### config.mk
export PLATFORM = sky130hd
export DESIGN_NAME = bus_initiator
export DESIGN_NICKNAME = d
export VERILOG_FILES = /design/src/rtl/bus_pkg.sv /design/src/rtl/bus_initiator.sv
export SDC_FILE = /design/constraint.sdc
export NUM_CORES = 1
export LEC_CHECK = 0
export ABC_CLOCK_PERIOD_IN_PS = 2470
export BUFFER_PORTS_ARGS = -buffer_cell sky130_fd_sc_hd__buf_2
export CORE_MARGIN = 4
export CORE_UTILIZATION = 30
export DETAILED_ROUTE_END_ITERATION = 16
export PLACE_DENSITY = 0.56
export SYNTH_ARGS = -nofsm -noshare
export SYNTH_HDL_FRONTEND = slang
export SYNTH_SLANG_ARGS = --single-unit
### constraint.sdc
create_clock -name clk -period 2.47 [get_ports clk]
set_input_delay 0.494 -clock clk [delete_from_list [all_inputs] [get_ports clk]]
set_output_delay 0.494 -clock clk [all_outputs]
set_load 0.01 [all_outputs]
### src/rtl/bus_pkg.sv
// Shared types and constants for the 23-bit word-address / 16-bit data peripheral bus.
package bus_pkg;

   localparam int unsigned ADDR_W = 23;
   localparam int unsigned DATA_W = 16;

   typedef logic [ADDR_W-1:0] bus_addr_t;
   typedef logic [DATA_W-1:0] bus_data_t;

   typedef enum logic [2:0] {IDLE, WRITE, READ, WAIT, RESP} initiator_state_t;

   localparam bus_addr_t DEFAULT_LED_ADDR = 23'h123456;
   localparam bus_addr_t DEFAULT_SW_ADDR  = 23'h123457;

endpackage

### src/rtl/bus_initiator.sv
// Bus master: each accepted valid/ready command becomes one bus strobe and one response pulse.
// Define BUS_INITIATOR_MIRROR_EN to add the periodic switch-to-LED mirror sequencer.
module bus_initiator
   import bus_pkg::*;
#(
   parameter int unsigned READ_LATENCY  = 1
`ifdef BUS_INITIATOR_MIRROR_EN
   ,
   parameter bus_addr_t   LED_ADDR      = DEFAULT_LED_ADDR,
   parameter bus_addr_t   SW_ADDR       = DEFAULT_SW_ADDR,
   parameter int unsigned MIRROR_PERIOD = 1000
`endif
) (
   input  logic              clk,
   input  logic              reset,
   input  logic              cmd_valid,
   output logic              cmd_ready,
   input  logic              cmd_write,
   input  logic [ADDR_W-1:0] cmd_addr,
   input  logic [DATA_W-1:0] cmd_wdata,
   output logic              rsp_valid,
   output logic [DATA_W-1:0] rsp_rdata,
   output logic [ADDR_W-1:0] bus_address,
   output logic [DATA_W-1:0] bus_wdata,
   input  logic [DATA_W-1:0] bus_rdata,
   output logic              read_enable,
   output logic              write_enable,
   output logic              busy
);

   initiator_state_t state_q, state_d;
   bus_addr_t        addr_q, addr_d;
   bus_data_t        wdata_q, wdata_d;
   logic [3:0]       wait_q, wait_d;

   bus_addr_t        bus_address_q, bus_address_d;
   bus_data_t        bus_wdata_q, bus_wdata_d;
   bus_data_t        rsp_rdata_q, rsp_rdata_d;
   logic             read_enable_q, read_enable_d;
   logic             write_enable_q, write_enable_d;
   logic             rsp_valid_q, rsp_valid_d;
   logic             busy_q, busy_d;

`ifdef BUS_INITIATOR_MIRROR_EN
   // mirror_q marks an internal SW->LED sequence; phase_q is set once its write half has started.
   logic        mirror_q, mirror_d;
   logic        phase_q, phase_d;
   logic [15:0] per_q, per_d;
   logic        wrap;

   assign wrap  = (per_q == 16'(MIRROR_PERIOD - 1));
   assign per_d = wrap ? 16'd0 : per_q + 16'd1;
`endif

   always_comb begin
      state_d     = state_q;
      addr_d      = addr_q;
      wdata_d     = wdata_q;
      wait_d      = wait_q;
      rsp_rdata_d = rsp_rdata_q;
`ifdef BUS_INITIATOR_MIRROR_EN
      mirror_d    = mirror_q;
      phase_d     = phase_q;
`endif

      unique case (state_q)
         IDLE: begin
            // A pending command wins over a coincident mirror wrap.
            if (cmd_valid) begin
               addr_d  = cmd_addr;
               wdata_d = cmd_wdata;
               state_d = cmd_write ? WRITE : READ;
            end
`ifdef BUS_INITIATOR_MIRROR_EN
            else if (wrap) begin
               addr_d   = SW_ADDR;
               mirror_d = 1'b1;
               phase_d  = 1'b0;
               state_d  = READ;
            end
`endif
         end
         WRITE: begin
            state_d = RESP;
`ifdef BUS_INITIATOR_MIRROR_EN
            if (!mirror_q)
`endif
               rsp_rdata_d = '0;
         end
         READ: begin
            wait_d  = 4'(READ_LATENCY);
            state_d = WAIT;
         end
         WAIT: begin
            if (wait_q == 4'd1) begin
               state_d = RESP;
`ifdef BUS_INITIATOR_MIRROR_EN
               if (mirror_q) begin
                  wdata_d = bus_rdata;
                  addr_d  = LED_ADDR;
               end else
`endif
                  rsp_rdata_d = bus_rdata;
            end else begin
               wait_d = wait_q - 4'd1;
            end
         end
         RESP: begin
`ifdef BUS_INITIATOR_MIRROR_EN
            if (mirror_q && !phase_q) begin
               state_d = WRITE;
               phase_d = 1'b1;
            end else begin
               state_d  = IDLE;
               mirror_d = 1'b0;
               phase_d  = 1'b0;
            end
`else
            state_d = IDLE;
`endif
         end
         default: state_d = IDLE;
      endcase

      // Outputs are registered from the next state so strobes line up with their state cycle.
      read_enable_d  = (state_d == READ);
      write_enable_d = (state_d == WRITE);
      busy_d         = (state_d != IDLE);
      rsp_valid_d    = (state_d == RESP);
`ifdef BUS_INITIATOR_MIRROR_EN
      if (mirror_d) rsp_valid_d = 1'b0;
`endif
      bus_address_d  = (read_enable_d || write_enable_d) ? addr_d : bus_address_q;
      bus_wdata_d    = write_enable_d ? wdata_d : bus_wdata_q;
   end

   always_ff @(posedge clk or posedge reset) begin
      if (reset) begin
         state_q        <= IDLE;
         addr_q         <= '0;
         wdata_q        <= '0;
         wait_q         <= '0;
         bus_address_q  <= '0;
         bus_wdata_q    <= '0;
         rsp_rdata_q    <= '0;
         read_enable_q  <= 1'b0;
         write_enable_q <= 1'b0;
         rsp_valid_q    <= 1'b0;
         busy_q         <= 1'b0;
      end else begin
         state_q        <= state_d;
         addr_q         <= addr_d;
         wdata_q        <= wdata_d;
         wait_q         <= wait_d;
         bus_address_q  <= bus_address_d;
         bus_wdata_q    <= bus_wdata_d;
         rsp_rdata_q    <= rsp_rdata_d;
         read_enable_q  <= read_enable_d;
         write_enable_q <= write_enable_d;
         rsp_valid_q    <= rsp_valid_d;
         busy_q         <= busy_d;
      end
   end

`ifdef BUS_INITIATOR_MIRROR_EN
   always_ff @(posedge clk or posedge reset) begin
      if (reset) begin
         mirror_q <= 1'b0;
         phase_q  <= 1'b0;
         per_q    <= '0;
      end else begin
         mirror_q <= mirror_d;
         phase_q  <= phase_d;
         per_q    <= per_d;
      end
   end
`endif

   assign cmd_ready    = (state_q == IDLE);
   assign rsp_valid    = rsp_valid_q;
   assign rsp_rdata    = rsp_rdata_q;
   assign bus_address  = bus_address_q;
   assign bus_wdata    = bus_wdata_q;
   assign read_enable  = read_enable_q;
   assign write_enable = write_enable_q;
   assign busy         = busy_q;

endmodule

==> qor.csv <==
metric,value,unit
Seq pwr share,40.2,%
Die Area,10000,um2
Post-synth top cells,"nand2_1, dfrtp_1, a22o_1, mux2_2, inv_1",
fmax,0.490,GHz
Mapped Nets,278,
layout cells sized above 1,46.8,%
RSZ-0062 raised after global routing,false,
core area,8220,um2
GRT overflow,0,
Pre-antenna DRT Iters,5,
GRT Overall Usage,12.7,%
Crit Path Max Fanout,19,
Peak VDD IR,0.445,mV
Worst EP arrival,2270,ps
status,"finished, final reports clean",
Slew Limit Fails,0,
Main synth FF type,dfrtp_1,
routed vias/inst,4.44,
WP depth,5,
CTS tree,done,
IO Port Bufs,118,
vias in the first global route,2084,
P_int,0.00296,W
# setup viols final,0,
later-pin clock latency in the skew report,340,ps
Layout area overhead,37.1,%
crit-path max cell delay,550,ps
Worst setup SP type,register,
routability cong.,0.803,
Final Skew,7.11,ps
R2R setup slack,430,ps
R2R depth,5,
FP Rows,33,
Crit. Startpoint,wait_q[1]$_DFFE_PP0P_,
Worst-Margin Slew,924,ps
Synth area leader,dfrtp_1,
initial antenna violation count,0,
Clock power frac,25.1,%
CTS buffer count,9,
critical path capture point type,register,
root buffer cell,clkbuf_8,
Wirelength per Cell,13.9,um
fin nets,398,
post-CTS setup buffers,0,
Die W,100,um
Switching Power,0.00158,W
first-pass GRT wire length,9.89,mm
final WL,6.23,mm
setup_tns,0,ps
Comb pwr share,34.7,%
leakage,1.92,nW
Yosys reg bits,66,
required time worst endpoint,2700,ps
register area share after synthesis,65.0,%
critical path buffer and inverter count,1,
via count,1984,
Rel. slew slack,38.4,%
"Hold Vio Cnt, Final",0,
Mapped Cells,217,
worst hold path type,input port to asynchronous set/reset pin,
Post-synth EDFFs,0,
count of hold-fix buffers inserted at cts,0,
Worst Hold Margin,165,ps
largest net degree at the start of global routing,28,
post-cts resize count,0,
largest cells by area after synthesis,"dfrtp_1, nand2_1, mux2_2, a22o_1, inv_1",
"Distinct cells, synth",28,
Synth Cell Area,2540,um2
Crit path max-delay family,compound AO/OA/AOI/OAI gates,
Inserted Diodes,0,
Detailed Route Iter0 Violations,37,
crit path max-delay cell type,a211o_1,
clock tree sinks,66,
I/O Pins,119,
number of fill cells in the layout,807,
Routed Antenna Nets,0,
cell area power density,1300,nW/um2
Final Cycle Share,82.6,%
Syn Area/Cell,11.7,um2
DRC Markers,0,
reg2reg end,rsp_rdata[9]$_DFFE_PP0P_,
Max Cap Violations,0,
switching fraction of total power,34.8,%
"count leader, synth",nand2_1,
"FFs w/ async S/R, synth",100,%
htree depth,3,
top cell type's share of synthesized area,65.0,%
starting density of the core,30.9,%
YS warnings,0,
"Reg clk slew, reported paths",80,ps
Clock Path Buffers,2,
CP Cell Sequence,"inv_1, ha_1, or3b_4, a211o_1, a22o_1",
Crit Path Category,register to register,
reg-to-reg critical path startpoint,wait_q[1]$_DFFE_PP0P_,
DP Wirelength,4.48,mm
Die H,100,um
clock period minus worst slack,2040,ps
crit path to,rsp_rdata[9]$_DFFE_PP0P_,
[worst register-to-register path: stages (launching register included)]
cell and delay, ps:
dfrtp_1 390, inv_1 80, ha_1 160, or3b_4 400
a211o_1 550, a22o_1 340
[sequential cells by signal, summed over array words and instances, names as in the netlist]
register	count
read_enable	1
busy	1
rsp_rdata	16
state_q	3
wait_q	4
write_enable	1
rsp_valid	1
bus_wdata	16
bus_address	23
[power groups by stage]
stage          logic, W  registers (W)  clock network [W]
2_1_floorplan  0.000714        0.00205                  0
3_5_place_dp    0.00162        0.00185                  0
3_3_place_gp    0.00158        0.00184                  0
4_1_cts         0.00162        0.00183            0.00116
5_1_grt         0.00175        0.00189            0.00121
6_report        0.00157        0.00183            0.00114
[stage by stage]
stage	setup WS (ps)	utilization, %	power, W	area (um2)	std cells
CTS	421	42.4	0.00461	3480	447
floorplan	321	-	0.00276	2540	217
detailed placement	451	39.4	0.00347	3230	431
global route	340	42.4	0.00485	3480	447
global placement	538	39.4	0.00342	3230	431
finish	430	42.4	0.00454	3480	447
[cells by family (layout without fill, tap and decap cells)]
group	Yosys count	count (layout)	share of synthesized area, %
muxes	16	16	7.09
AOI/OAI and AO/OA	25	25	7.93
adders and majority gates	2	2	0.985
buffers and inverters	21	146	3.79
and+or+nand+nor	87	87	15.2
DFF	66	66	65.0
[cell type report]
cell class | instances | area [um2] | area share, %
clock buffer | 9 | 124 | 3.56
timing repair buffer | 122 | 621 | 17.8
inverter | 8 | 30.0 | 0.862
multi-input combinational | 130 | 801 | 23.0
clock inverter | 7 | 124 | 3.56
sequential | 66 | 1650 | 47.4
tap | 105 | 131 | 3.77
[metal layers]
metal	vias up	part of all wire, %	GRT usage (%)	wire length (um)
met4	0	1.2	5.60	76
met5	-	0	0	0
met2	79	47	20.8	2950
met1	941	42	14.8	2590
met3	8	9.8	5.21	613
li1	956	-	-	-
[worst min-delay path by stage]
stage | from | end | slack [ps] | cells after the start
4_1_cts | reset | bus_wdata[3]$_DFFE_PP0N_ | 170 | 2
3_3_place_gp | bus_address[1]$_DFFE_PP0P_ | bus_address[1]$_DFFE_PP0P_ | 450 | 2
2_1_floorplan | wait_q[1]$_DFFE_PP0P_ | wait_q[1]$_DFFE_PP0P_ | 490 | 2
5_1_grt | reset | bus_wdata[3]$_DFFE_PP0N_ | 210 | 2
6_report | reset | bus_wdata[3]$_DFFE_PP0N_ | 160 | 2
3_5_place_dp | bus_address[10]$_DFFE_PP0P_ | bus_address[10]$_DFFE_PP0P_ | 460 | 2
[cells in the final DEF (no fill, tap or decap)]
master,instances
mux2_2,16
or4_1,2
nor3_1,2
o21ai_0,3
ha_1,2
a21boi_0,2
bufinv_16,3
dfrtp_1,66
a22o_1,16
nor2_1,2
or2_2,1
a22oi_1,1
or4b_1,1
nor4b_4,1
nand2_2,1
nor4bb_1,1
or3_1,1
clkbuf_8,9
nor3_2,1
o31ai_1,2
buf_2,118
nand2_1,71
or3b_4,1
inv_2,1
inv_6,3
clkinvlp_4,1
a211o_1,1
inv_1,7
nand2b_1,1
buf_4,4
nand3_1,1
No activity file was read; power rests on OpenSTA's default activity.
